$ cat config.mk
export PLATFORM = sky130hd
export DESIGN_NAME = serializador_tx_flat
export DESIGN_NICKNAME = d
export VERILOG_FILES = /design/src/rtl/vinho_serial_pkg.sv /design/src/rtl/serializador_tx_if.sv /design/src/rtl/serializador_tx_contador_bit.sv /design/src/rtl/serializador_tx.sv /design/src/flat_wrapper.sv
export SDC_FILE = /design/constraint.sdc
export NUM_CORES = 1
export LEC_CHECK = 0
export BUFFER_PORTS_ARGS = -buffer_cell sky130_fd_sc_hd__buf_2
export CAP_MARGIN = 10
export CORE_MARGIN = 2
export CORE_UTILIZATION = 52
export DETAILED_ROUTE_END_ITERATION = 10
export HOLD_SLACK_MARGIN = 0.12
export PLACE_DENSITY = 0.75
export SKIP_LAST_GASP = 1
export SLEW_MARGIN = 20
export SYNTH_ARGS = -nofsm -noshare
export SYNTH_HDL_FRONTEND = slang
export SYNTH_SLANG_ARGS = --single-unit
$ cat constraint.sdc
create_clock -name CLOCK -period 1.6 [get_ports CLOCK]
set_input_delay 0.24 -clock CLOCK [delete_from_list [all_inputs] [get_ports CLOCK]]
set_output_delay 0.24 -clock CLOCK [all_outputs]
set_load 0.005 [all_outputs]
$ cat src/rtl/vinho_serial_pkg.sv
// Shared definitions for the vinho serial link (transmitter and receiver).
// SERIALIZADOR_PARIDADE_EN adds the PARITY_BIT state to the encoding.
package vinho_serial_pkg;

    localparam int unsigned DEFAULT_WIDTH      = 8;
    localparam int unsigned DEFAULT_BIT_CYCLES = 4;

    localparam logic START_LEVEL = 1'b0;
    localparam logic STOP_LEVEL  = 1'b1;
    localparam logic IDLE_LEVEL  = 1'b1;

    typedef enum logic [2:0] {
        IDLE       = 3'd0,
        START_BIT  = 3'd1,
        DATA_BITS  = 3'd2,
`ifdef SERIALIZADOR_PARIDADE_EN
        PARITY_BIT = 3'd3,
`endif
        STOP_BIT   = 3'd4
    } serial_state_t;

endpackage

$ cat src/rtl/serializador_tx_if.sv
// Parallel-side handshake and serial line of serializador_tx.
interface serializador_tx_if
    import vinho_serial_pkg::*;
#(
    parameter int unsigned WIDTH = DEFAULT_WIDTH
);
    logic [WIDTH-1:0] DATA_IN;
    logic             START;
    logic             READY;
    logic             SDATA;
    logic             BUSY;
    logic             DONE;

    modport master (output DATA_IN, START, input READY, SDATA, BUSY, DONE);
    modport slave  (input DATA_IN, START, output READY, SDATA, BUSY, DONE);
endinterface

$ cat src/rtl/serializador_tx_contador_bit.sv
// Bit-time counter: counts 0..BIT_CYCLES-1 while enabled, ticks on the last cycle.
module contador_bit #(
    parameter int unsigned BIT_CYCLES = 4
) (
    input  logic CLOCK,
    input  logic RESET,
    input  logic en,
    input  logic clr,
    output logic tick
);
    localparam int unsigned CW = (BIT_CYCLES > 1) ? $clog2(BIT_CYCLES) : 1;

    logic [CW-1:0] cnt_q;

    // With BIT_CYCLES=1 the count stays at 0 and every enabled cycle is a boundary.
    assign tick = en && (cnt_q == CW'(BIT_CYCLES - 1));

    always_ff @(posedge CLOCK) begin
        if (RESET || clr) begin
            cnt_q <= '0;
        end else if (en) begin
            cnt_q <= tick ? '0 : cnt_q + CW'(1);
        end
    end
endmodule

$ cat src/rtl/serializador_tx.sv
// Framed LSB-first serial transmitter: start, WIDTH data bits, [parity], stop.
// Define SERIALIZADOR_PARIDADE_EN to insert an even-parity bit before the stop bit.
module serializador_tx
    import vinho_serial_pkg::*;
#(
    parameter int unsigned WIDTH      = DEFAULT_WIDTH,
    parameter int unsigned BIT_CYCLES = DEFAULT_BIT_CYCLES
) (
    input  logic              CLOCK,
    input  logic              RESET,
    serializador_tx_if.slave  bus
);
    localparam int unsigned IW = $clog2(WIDTH);

    serial_state_t    state_q, state_d;
    logic [WIDTH-1:0] shreg_q;
    logic [IW-1:0]    idx_q;
    logic             done_q;
    logic             tick;
    logic             accept;
    logic             last_bit;
    logic             sdata;
`ifdef SERIALIZADOR_PARIDADE_EN
    logic             par_q;
`endif

    assign accept   = (state_q == IDLE) && bus.START;
    assign last_bit = (idx_q == IW'(WIDTH - 1));

    contador_bit #(
        .BIT_CYCLES (BIT_CYCLES)
    ) u_contador_bit (
        .CLOCK (CLOCK),
        .RESET (RESET),
        .en    (state_q != IDLE),
        .clr   (state_q == IDLE),
        .tick  (tick)
    );

    always_comb begin
        state_d = state_q;
        case (state_q)
            IDLE:      if (bus.START) state_d = START_BIT;
            START_BIT: if (tick) state_d = DATA_BITS;
            DATA_BITS: begin
                if (tick && last_bit) begin
`ifdef SERIALIZADOR_PARIDADE_EN
                    state_d = PARITY_BIT;
`else
                    state_d = STOP_BIT;
`endif
                end
            end
`ifdef SERIALIZADOR_PARIDADE_EN
            PARITY_BIT: if (tick) state_d = STOP_BIT;
`endif
            STOP_BIT:  if (tick) state_d = IDLE;
            default:   state_d = IDLE;
        endcase
    end

    always_comb begin
        sdata = IDLE_LEVEL;
        case (state_q)
            START_BIT:  sdata = START_LEVEL;
            DATA_BITS:  sdata = shreg_q[0];
`ifdef SERIALIZADOR_PARIDADE_EN
            PARITY_BIT: sdata = par_q;
`endif
            STOP_BIT:   sdata = STOP_LEVEL;
            default:    sdata = IDLE_LEVEL;
        endcase
    end

    // Parity is taken from the word at accept time because the shift register is consumed.
    always_ff @(posedge CLOCK) begin
        if (RESET) begin
            state_q <= IDLE;
            shreg_q <= '0;
            idx_q   <= '0;
            done_q  <= 1'b0;
`ifdef SERIALIZADOR_PARIDADE_EN
            par_q   <= 1'b0;
`endif
        end else begin
            state_q <= state_d;
            done_q  <= (state_q == STOP_BIT) && tick;
            if (accept) begin
                shreg_q <= bus.DATA_IN;
`ifdef SERIALIZADOR_PARIDADE_EN
                par_q   <= ^bus.DATA_IN;
`endif
            end else if ((state_q == DATA_BITS) && tick) begin
                shreg_q <= shreg_q >> 1;
                idx_q   <= last_bit ? '0 : idx_q + IW'(1);
            end
        end
    end

    assign bus.SDATA = sdata;
    assign bus.READY = (state_q == IDLE);
    assign bus.BUSY  = (state_q != IDLE);
    assign bus.DONE  = done_q;
endmodule

$ cat src/flat_wrapper.sv
// flat-port wrapper written by rule: the top's interface ports become plain ports
module serializador_tx_flat import vinho_serial_pkg::*;
#(
    parameter int unsigned WIDTH      = DEFAULT_WIDTH,
    parameter int unsigned BIT_CYCLES = DEFAULT_BIT_CYCLES
)
  (CLOCK, RESET, bus_DATA_IN, bus_START, bus_READY, bus_SDATA, bus_BUSY, bus_DONE);
  serializador_tx_if #(.WIDTH(WIDTH)) bus_i ();
  input  logic CLOCK;
  input  logic RESET;
  input wire logic [$bits(bus_i.DATA_IN)-1:0] bus_DATA_IN;
  input wire logic [$bits(bus_i.START)-1:0] bus_START;
  output wire logic [$bits(bus_i.READY)-1:0] bus_READY;
  output wire logic [$bits(bus_i.SDATA)-1:0] bus_SDATA;
  output wire logic [$bits(bus_i.BUSY)-1:0] bus_BUSY;
  output wire logic [$bits(bus_i.DONE)-1:0] bus_DONE;
  assign bus_i.DATA_IN = bus_DATA_IN;
  assign bus_i.START = bus_START;
  assign bus_READY = bus_i.READY;
  assign bus_SDATA = bus_i.SDATA;
  assign bus_BUSY = bus_i.BUSY;
  assign bus_DONE = bus_i.DONE;
  serializador_tx #(.WIDTH(WIDTH), .BIT_CYCLES(BIT_CYCLES)) u_core (.CLOCK(CLOCK), .RESET(RESET), .bus(bus_i));
endmodule
### Word level (Yosys, flattened, before mapping)

Cells that the tools add are included.

| word-level totals | value |
|---|---|
| bits in registers | 17 |
| output and inout port bits | 4 |

| operators by class | value |
|---|---|
| $add $sub $neg | 2 |
| eq/ne operators | 9 |
| mux-type cells | 10 |
| bitwise logic cells | 1 |
| reductions and logical operators | 11 |

Operators with widths:

| cell | number |
|---|---|
| $mux 8 | 2 |
| $mux 3 | 5 |
| $pmux 3 s4 | 1 |
| $eq 3x3->1 const B | 2 |
| $ne 2x1->1 const B | 3 |
| $logic_and 1x1->1 | 5 |
| $reduce_and 4->1 | 1 |
| $add 3x1->3 const B | 1 |
| $eq 3x1->1 const B | 1 |
| $eq 3x2->1 const B | 1 |
| $logic_not 3->1 | 1 |
| $reduce_bool 3->1 | 1 |
| $add 2x1->2 const B | 1 |
| $eq 2x2->1 const B | 1 |
| $mux 2 | 1 |
| $ne 2x2->1 const B | 1 |
| $pmux 1 s2 | 1 |
| $reduce_and 2->1 | 1 |
| $reduce_bool 2->1 | 1 |
| $logic_or 1x1->1 | 1 |
| $not 1->1 | 1 |

### Depth between registers and ports, before layout

| depth | value |
|---|---|
| depth after elaboration | 5 |
| mapped depth | 5 |

### By module

Synthesis repeated with hierarchy kept, for this count alone.

| second synthesis, totals | value |
|---|---|
| cells, all modules | 88 |
| area, all modules | 812.0 um^2 |

Modules (own cells, without submodules):

| module | instances | cells an instance | area an instance (um^2) | sequential area each (um^2) |
|---|---|---|---|---|
| serializador_tx | 1 | 79 | 710.7 | 300.3 |
| contador_bit | 1 | 9 | 101.3 | 40.0 |

### Worst setup path before layout

OpenSTA, ideal clock, no wires.

| path | value |
|---|---|
| kind | reg2reg |
| start point | reg u_core.state_q[2] |
| end point | reg u_core.shreg_q[5] |
| data arrival time | 1.254 ns |
| data required time | 1.467 ns |
| setup slack | 0.213 ns |
| cell stages (with the launch flop) | 6 |
| path buffers | 2 |
| cell sequence | dfxtp_1 buf_6 or4b_4 buf_6 nor2_1 a311oi_2 |

| between the ends | value |
|---|---|
| cells in the longest elaborated chain, start to end | 4 |
| elaborated cells between the ends (all ways) | 8 |

Ends and longest elaborated chain:

| element | RTL line | text |
|---|---|---|
| start, declared | serializador_tx.sv:15 | `serial_state_t state_q, state_d;` |
| start signal, assigned | serializador_tx.sv:86 | `state_q <= state_d;` |
| $reduce_bool 3->1 | serializador_tx.sv:35 | `.en (state_q != IDLE),` |
| $logic_and 1x1->1 | serializador_tx_contador_bit.sv:16 | `assign tick = en && (cnt_q == CW'(BIT_CYCLES - 1));` |
| $logic_and 1x1->1 | serializador_tx.sv:93 | `end else if ((state_q == DATA_BITS) && tick) begin` |
| $reduce_bool 2->1 (no line) | n/a |  |
| end signal, assigned | serializador_tx.sv:89 | `shreg_q <= bus.DATA_IN;` |
| end signal, assigned | serializador_tx.sv:94 | `shreg_q <= shreg_q >> 1;` |
| end, declared | serializador_tx.sv:16 | `logic [WIDTH-1:0] shreg_q;` |

Parallel ways exist; a longest one is shown, timed or not.
A chain may end at the register's enable or synchronous reset.

### Worst setup path in the final report

| path | value |
|---|---|
| start point | reg u_core.state_q[1] |
| end point | out bus_SDATA |

| between the ends | value |
|---|---|
| cells in the longest elaborated chain, start to end | 2 |
| elaborated cells between the ends (all ways) | 3 |

Ends and longest elaborated chain:

| element | RTL line | text |
|---|---|---|
| $eq 3x2->1 / $eq 3x1->1 (equally long branches) | serializador_tx.sv:64 | `case (state_q)` |
| $pmux 1 s2 (*) | serializador_tx.sv:64 |  |
| end, declared | flat_wrapper.sv:14 | `output wire logic [$bits(bus_i.SDATA)-1:0] bus_SDATA;` |

Mark *: on every way between the ends. The rest lies on a longest branch, timed or not.

==> flow_summary.html <==
<table>
<tr><th>Metric</th><th>Value</th></tr>
<tr><th colspan="2">Outcome</th></tr>
<tr><td>Outcome</td><td>completed</td></tr>
<tr><th colspan="2">Worst hold path</th></tr>
<tr><td>Hold Crit Depth</td><td>3</td></tr>
<tr><td>Origin of the worst min-delay path</td><td>bus_DATA_IN[7]</td></tr>
<tr><td>Hold/Removal Path Class</td><td>in2reg</td></tr>
<tr><td>Hold EP</td><td>u_core.shreg_q[7]</td></tr>
<tr><th colspan="2">Setup path</th></tr>
<tr><td>Worst-path maximum fanout</td><td>11</td></tr>
<tr><td>Startpoint of the worst-slack reg-to-reg timing path</td><td>u_core.state_q[2]</td></tr>
<tr><td>Data required time at the worst endpoint</td><td>around 1.4 ns</td></tr>
<tr><td>Kind of critical path</td><td>reg2out</td></tr>
<tr><td>Register-to-register setup slack</td><td>~0.17 ns</td></tr>
<tr><td>Critical Path AT</td><td>about 1.3 ns</td></tr>
<tr><td>Kind of start point of the critical path</td><td>flip-flop</td></tr>
<tr><td>Worst reg2reg path endpoint</td><td>u_core.shreg_q[6]</td></tr>
<tr><td>Number of cells traversed by the worst register-to-register path</td><td>4</td></tr>
<tr><td>Capturing element type of the critical path</td><td>output port</td></tr>
<tr><th colspan="2">Clock network</th></tr>
<tr><td>CTS max path bufs</td><td>2</td></tr>
<tr><td>Clock buffer count from CTS</td><td>3</td></tr>
<tr><td>Worst-path clk slew</td><td>approximately 0.10 ns</td></tr>
<tr><td>Max H-tree Level</td><td>1</td></tr>
<tr><td>Worst-Skew Late Latency</td><td>between 0.2 and 0.3 ns</td></tr>
<tr><td>Clock tree sinks</td><td>17</td></tr>
<tr><td>Clock root buffer master</td><td>sky130_fd_sc_hd__clkbuf_4</td></tr>
<tr><td>Count of buffers added by post-CTS timing repair for setup</td><td>0</td></tr>
<tr><td>Post-CTS Hold Buffers</td><td>0</td></tr>
<tr><td>CTS tree</td><td>yes</td></tr>
<tr><th colspan="2">Yosys</th></tr>
<tr><td>Synth area leaders</td><td>sky130_fd_sc_hd__dfxtp_1, sky130_fd_sc_hd__nand2_1, sky130_fd_sc_hd__a311oi_2, sky130_fd_sc_hd__a21oi_1, sky130_fd_sc_hd__a22oi_1</td></tr>
<tr><td>YS warnings</td><td>0</td></tr>
<tr><td>Post-synthesis instance total</td><td>87</td></tr>
<tr><td>Synthesized area divided by synthesized cell count</td><td>between 9 and 10 um^2</td></tr>
<tr><td>Sequential share of the synthesized area</td><td>42.3%</td></tr>
<tr><td>Number of nets produced by synthesis</td><td>~100</td></tr>
<tr><td>Share of the synthesized area in the top cell type</td><td>between 40% and 50%</td></tr>
<tr><td>Biggest area consumer among synthesized cells</td><td>sky130_fd_sc_hd__dfxtp_1</td></tr>
<tr><td>Number of synthesized register bits</td><td>17</td></tr>
<tr><td>Count of flip-flops with a built-in enable after synthesis</td><td>0</td></tr>
<tr><td>Post-Synthesis Cell Area</td><td>just over 800 um^2</td></tr>
<tr><td>Number of distinct library cells after synthesis</td><td>26</td></tr>
<tr><td>Dominant synthesized flop cell</td><td>sky130_fd_sc_hd__dfxtp_1</td></tr>
<tr><td>Post-synth ARST share</td><td>0%</td></tr>
<tr><th colspan="2">Floorplanning</th></tr>
<tr><td>Core box area</td><td>approximately 1500 um^2</td></tr>
<tr><td>Width of the die</td><td>between 40 and 50 um</td></tr>
<tr><td>Num rows</td><td>14</td></tr>
<tr><td>Die area</td><td>1880 um^2</td></tr>
<tr><td>Initial standard-cell utilization of the core</td><td>about 55%</td></tr>
<tr><td>Ports placed on the boundary</td><td>15</td></tr>
<tr><td>Overall die height</td><td>roughly 43 um</td></tr>
<tr><th colspan="2">Route</th></tr>
<tr><td>Count of TritonRoute iterations in the first routing pass</td><td>3</td></tr>
<tr><td>Number of design rule violations left after detail routing</td><td>0</td></tr>
<tr><td>Iteration-0 DRC Markers</td><td>10</td></tr>
<tr><td>Routed vias</td><td>633</td></tr>
<tr><td>Detailed Route WL</td><td>about 1.4 mm</td></tr>
<tr><td>Via density</td><td>5.50</td></tr>
<tr><td>Final routed wire length divided by cell count</td><td>12.3 um</td></tr>
<tr><td>Final ANT Viol Nets</td><td>0</td></tr>
<tr><th colspan="2">Global routing</th></tr>
<tr><td>Remaining Overflow, GRT</td><td>0</td></tr>
<tr><td>Vias in the first global route</td><td>644</td></tr>
<tr><td>Total Routing Usage GR</td><td>approximately 18%</td></tr>
<tr><td>Maximum number of pins on one net before global-route repair</td><td>18</td></tr>
<tr><td>Initial antenna violation count</td><td>0</td></tr>
<tr><td>First-pass GRT wire length</td><td>2.69 mm</td></tr>
<tr><th colspan="2">Finish</th></tr>
<tr><td>Total area of multi-input combinational cells</td><td>412 um^2</td></tr>
<tr><td># diodes</td><td>0</td></tr>
<tr><td>Area growth from synthesis to layout</td><td>11.2%</td></tr>
<tr><td>Register area</td><td>343 um^2</td></tr>
<tr><td>Number of nets in the layout</td><td>114</td></tr>
<tr><td>Layout cells sized above 1</td><td>29.3%</td></tr>
<tr><td>Post-route non-filler standard cell count</td><td>approximately 120</td></tr>
<tr><td>Finished Cell Area</td><td>895 um^2</td></tr>
<tr><td>Count of filler cells inserted in the layout</td><td>151</td></tr>
<tr><th colspan="2">Placed design</th></tr>
<tr><td>Worst Setup Slack post-DPL</td><td>slightly above 0.2 ns</td></tr>
<tr><td># placed instances</td><td>111</td></tr>
<tr><td>Count of buffers from port buffering</td><td>14</td></tr>
<tr><td>Routability Congestion</td><td>between 0.6 and 0.7</td></tr>
<tr><td>Standard cell area after detailed placement</td><td>approximately 860 um^2</td></tr>
<tr><th colspan="2">Timing</th></tr>
<tr><td>Minimum clock period</td><td>~1.5 ns</td></tr>
<tr><td>Fin. max-slew vios</td><td>0</td></tr>
<tr><td>Max-Slew Margin vs Limit</td><td>67.3%</td></tr>
<tr><td>RSZ-0062 raised after global routing</td><td>yes</td></tr>
<tr><td>Final setup slack of the worst path</td><td>about 0.11 ns</td></tr>
<tr><td>Fin. Hold Viols</td><td>0</td></tr>
<tr><td>Setup violation total in the final timing report</td><td>0</td></tr>
<tr><td>Transition at the pin with the smallest max-transition slack</td><td>roughly 0.5 ns</td></tr>
<tr><td>Worst-case clock skew</td><td>between 0.003 and 0.004 ns</td></tr>
<tr><td>Maximum achievable frequency</td><td>between 0.6 and 0.7 GHz</td></tr>
<tr><td>Part of the cycle the worst path needs</td><td>roughly 93%</td></tr>
<tr><th colspan="2">Pwr</th></tr>
<tr><td>Power per cell area</td><td>842 nW/um^2</td></tr>
<tr><td>Leakage power summed over all cells</td><td>roughly 0.35 nW</td></tr>
<tr><td>Post-layout power</td><td>about 0.00075 W</td></tr>
<tr><td>Peak ir drop on the vdd network</td><td>0.000529 V</td></tr>
<tr><th colspan="2">Job</th></tr>
<tr><td>Max-cap violation count</td><td>0</td></tr>
</table>
cell usage after synthesis (all sizes together), types with 2 or more instances:
cell,n
buf,6
dfxtp,17
nor2b,3
nor4,2
nand3,5
ha,3
nor3,3
inv,2
a22oi,5
a21oi,8
nand2,13
a311oi,3
nor2,3
clkbuf,2
nand3b,2
area by class of cell:
cell class | count | area share (%)
Inverter | 2 | 0.839
Sequential cell | 17 | 38.3
Clock inverter | 1 | 0.559
Tap cell | 16 | 2.24
Timing Repair Buffer | 16 | 9.51
Clock buffer | 3 | 2.52
Multi-Input combinational cell | 60 | 46.0
cells in the final DEF (no fill, tap or decap), types with 5 or more instances in the layout:
cell | synthesis | layout
sky130_fd_sc_hd__dfxtp_1 | 17 | 15
sky130_fd_sc_hd__buf_2 | 4 | 14
sky130_fd_sc_hd__nand2_1 | 13 | 13
sky130_fd_sc_hd__a21oi_1 | 8 | 8
sky130_fd_sc_hd__a22oi_1 | 5 | 5
sky130_fd_sc_hd__nand3_1 | 5 | 5
registers in the layout (all words and copies together) (netlist names):
register	cells
u_core.bus.DONE	1
u_core.u_contador_bit.cnt_q	2
u_core.shreg_q	8
u_core.idx_q	3
u_core.state_q	3
timing repair:
item,CTS,global route
pin swaps,0,0
endpoints found under the setup margin,1,3
endpoints found under the hold margin,0,0
gates resized for setup,1,2
report_power, final:
group          total (W)  internal, W  leakage (nW)  switching, W
clock network   0.000226    0.0000926        0.0177      0.000133
registers       0.000454     0.000441         0.140     0.0000128
logic          0.0000743    0.0000371         0.192     0.0000371
through the flow:
| stage | hold WS, ns | setup TNS [ns] | utilization (%) |
|---|---|---|---|
| finish | 0.197 | 0 | 60.8 |
| global route | 0.217 | -0.000586 | 60.8 |
| CTS | 0.192 | 0 | 60.4 |
| detailed placement | 0.429 | 0 | 58.4 |
| global placement | 0.420 | 0 | 58.4 |
| floorplan | 0.376 | 0 | - |
critical path, cell delays in order (launching register included):
cell and delay, ns:
sky130_fd_sc_hd__dfxtp_2 0.45, sky130_fd_sc_hd__nor2b_1 0.18, sky130_fd_sc_hd__nor2b_1 0.14, sky130_fd_sc_hd__o21bai_1 0.07, sky130_fd_sc_hd__buf_2 0.13
layer usage:
metal | track usage (%) | vias to the layer above | part of all wire, %
met1 | 25.1 | 286 | 50
met5 | 0 | - | 0
met2 | 29.6 | 9 | 46
li1 | - | 338 | -
met3 | 2.92 | 0 | 3.3
met4 | 6.67 | 0 | 0
kinds of logic (layout without fill, tap and decap cells):
group / Yosys count / count (layout) / synth area share [%]
simple gates: 38 / 38 / 27.5
compound gates: 18 / 18 / 17.1
flops: 17 / 17 / 42.3
buf+inv: 10 / 22 / 7.15
fa+ha+maj: 3 / 3 / 4.67
mux: 1 / 1 / 1.24
worst max-delay path by stage:
stage                                  from                end  cells after the start
after floorplan           u_core.state_q[2]  u_core.shreg_q[5]                      5
after global placement    u_core.state_q[0]  u_core.shreg_q[6]                      4
after CTS                 u_core.state_q[0]          bus_SDATA                      4
final                     u_core.state_q[1]          bus_SDATA                      4
after detailed placement  u_core.state_q[2]  u_core.shreg_q[6]                      3
after global routing      u_core.state_q[1]          bus_SDATA                      4
Power figures use the tool's default switching activity.
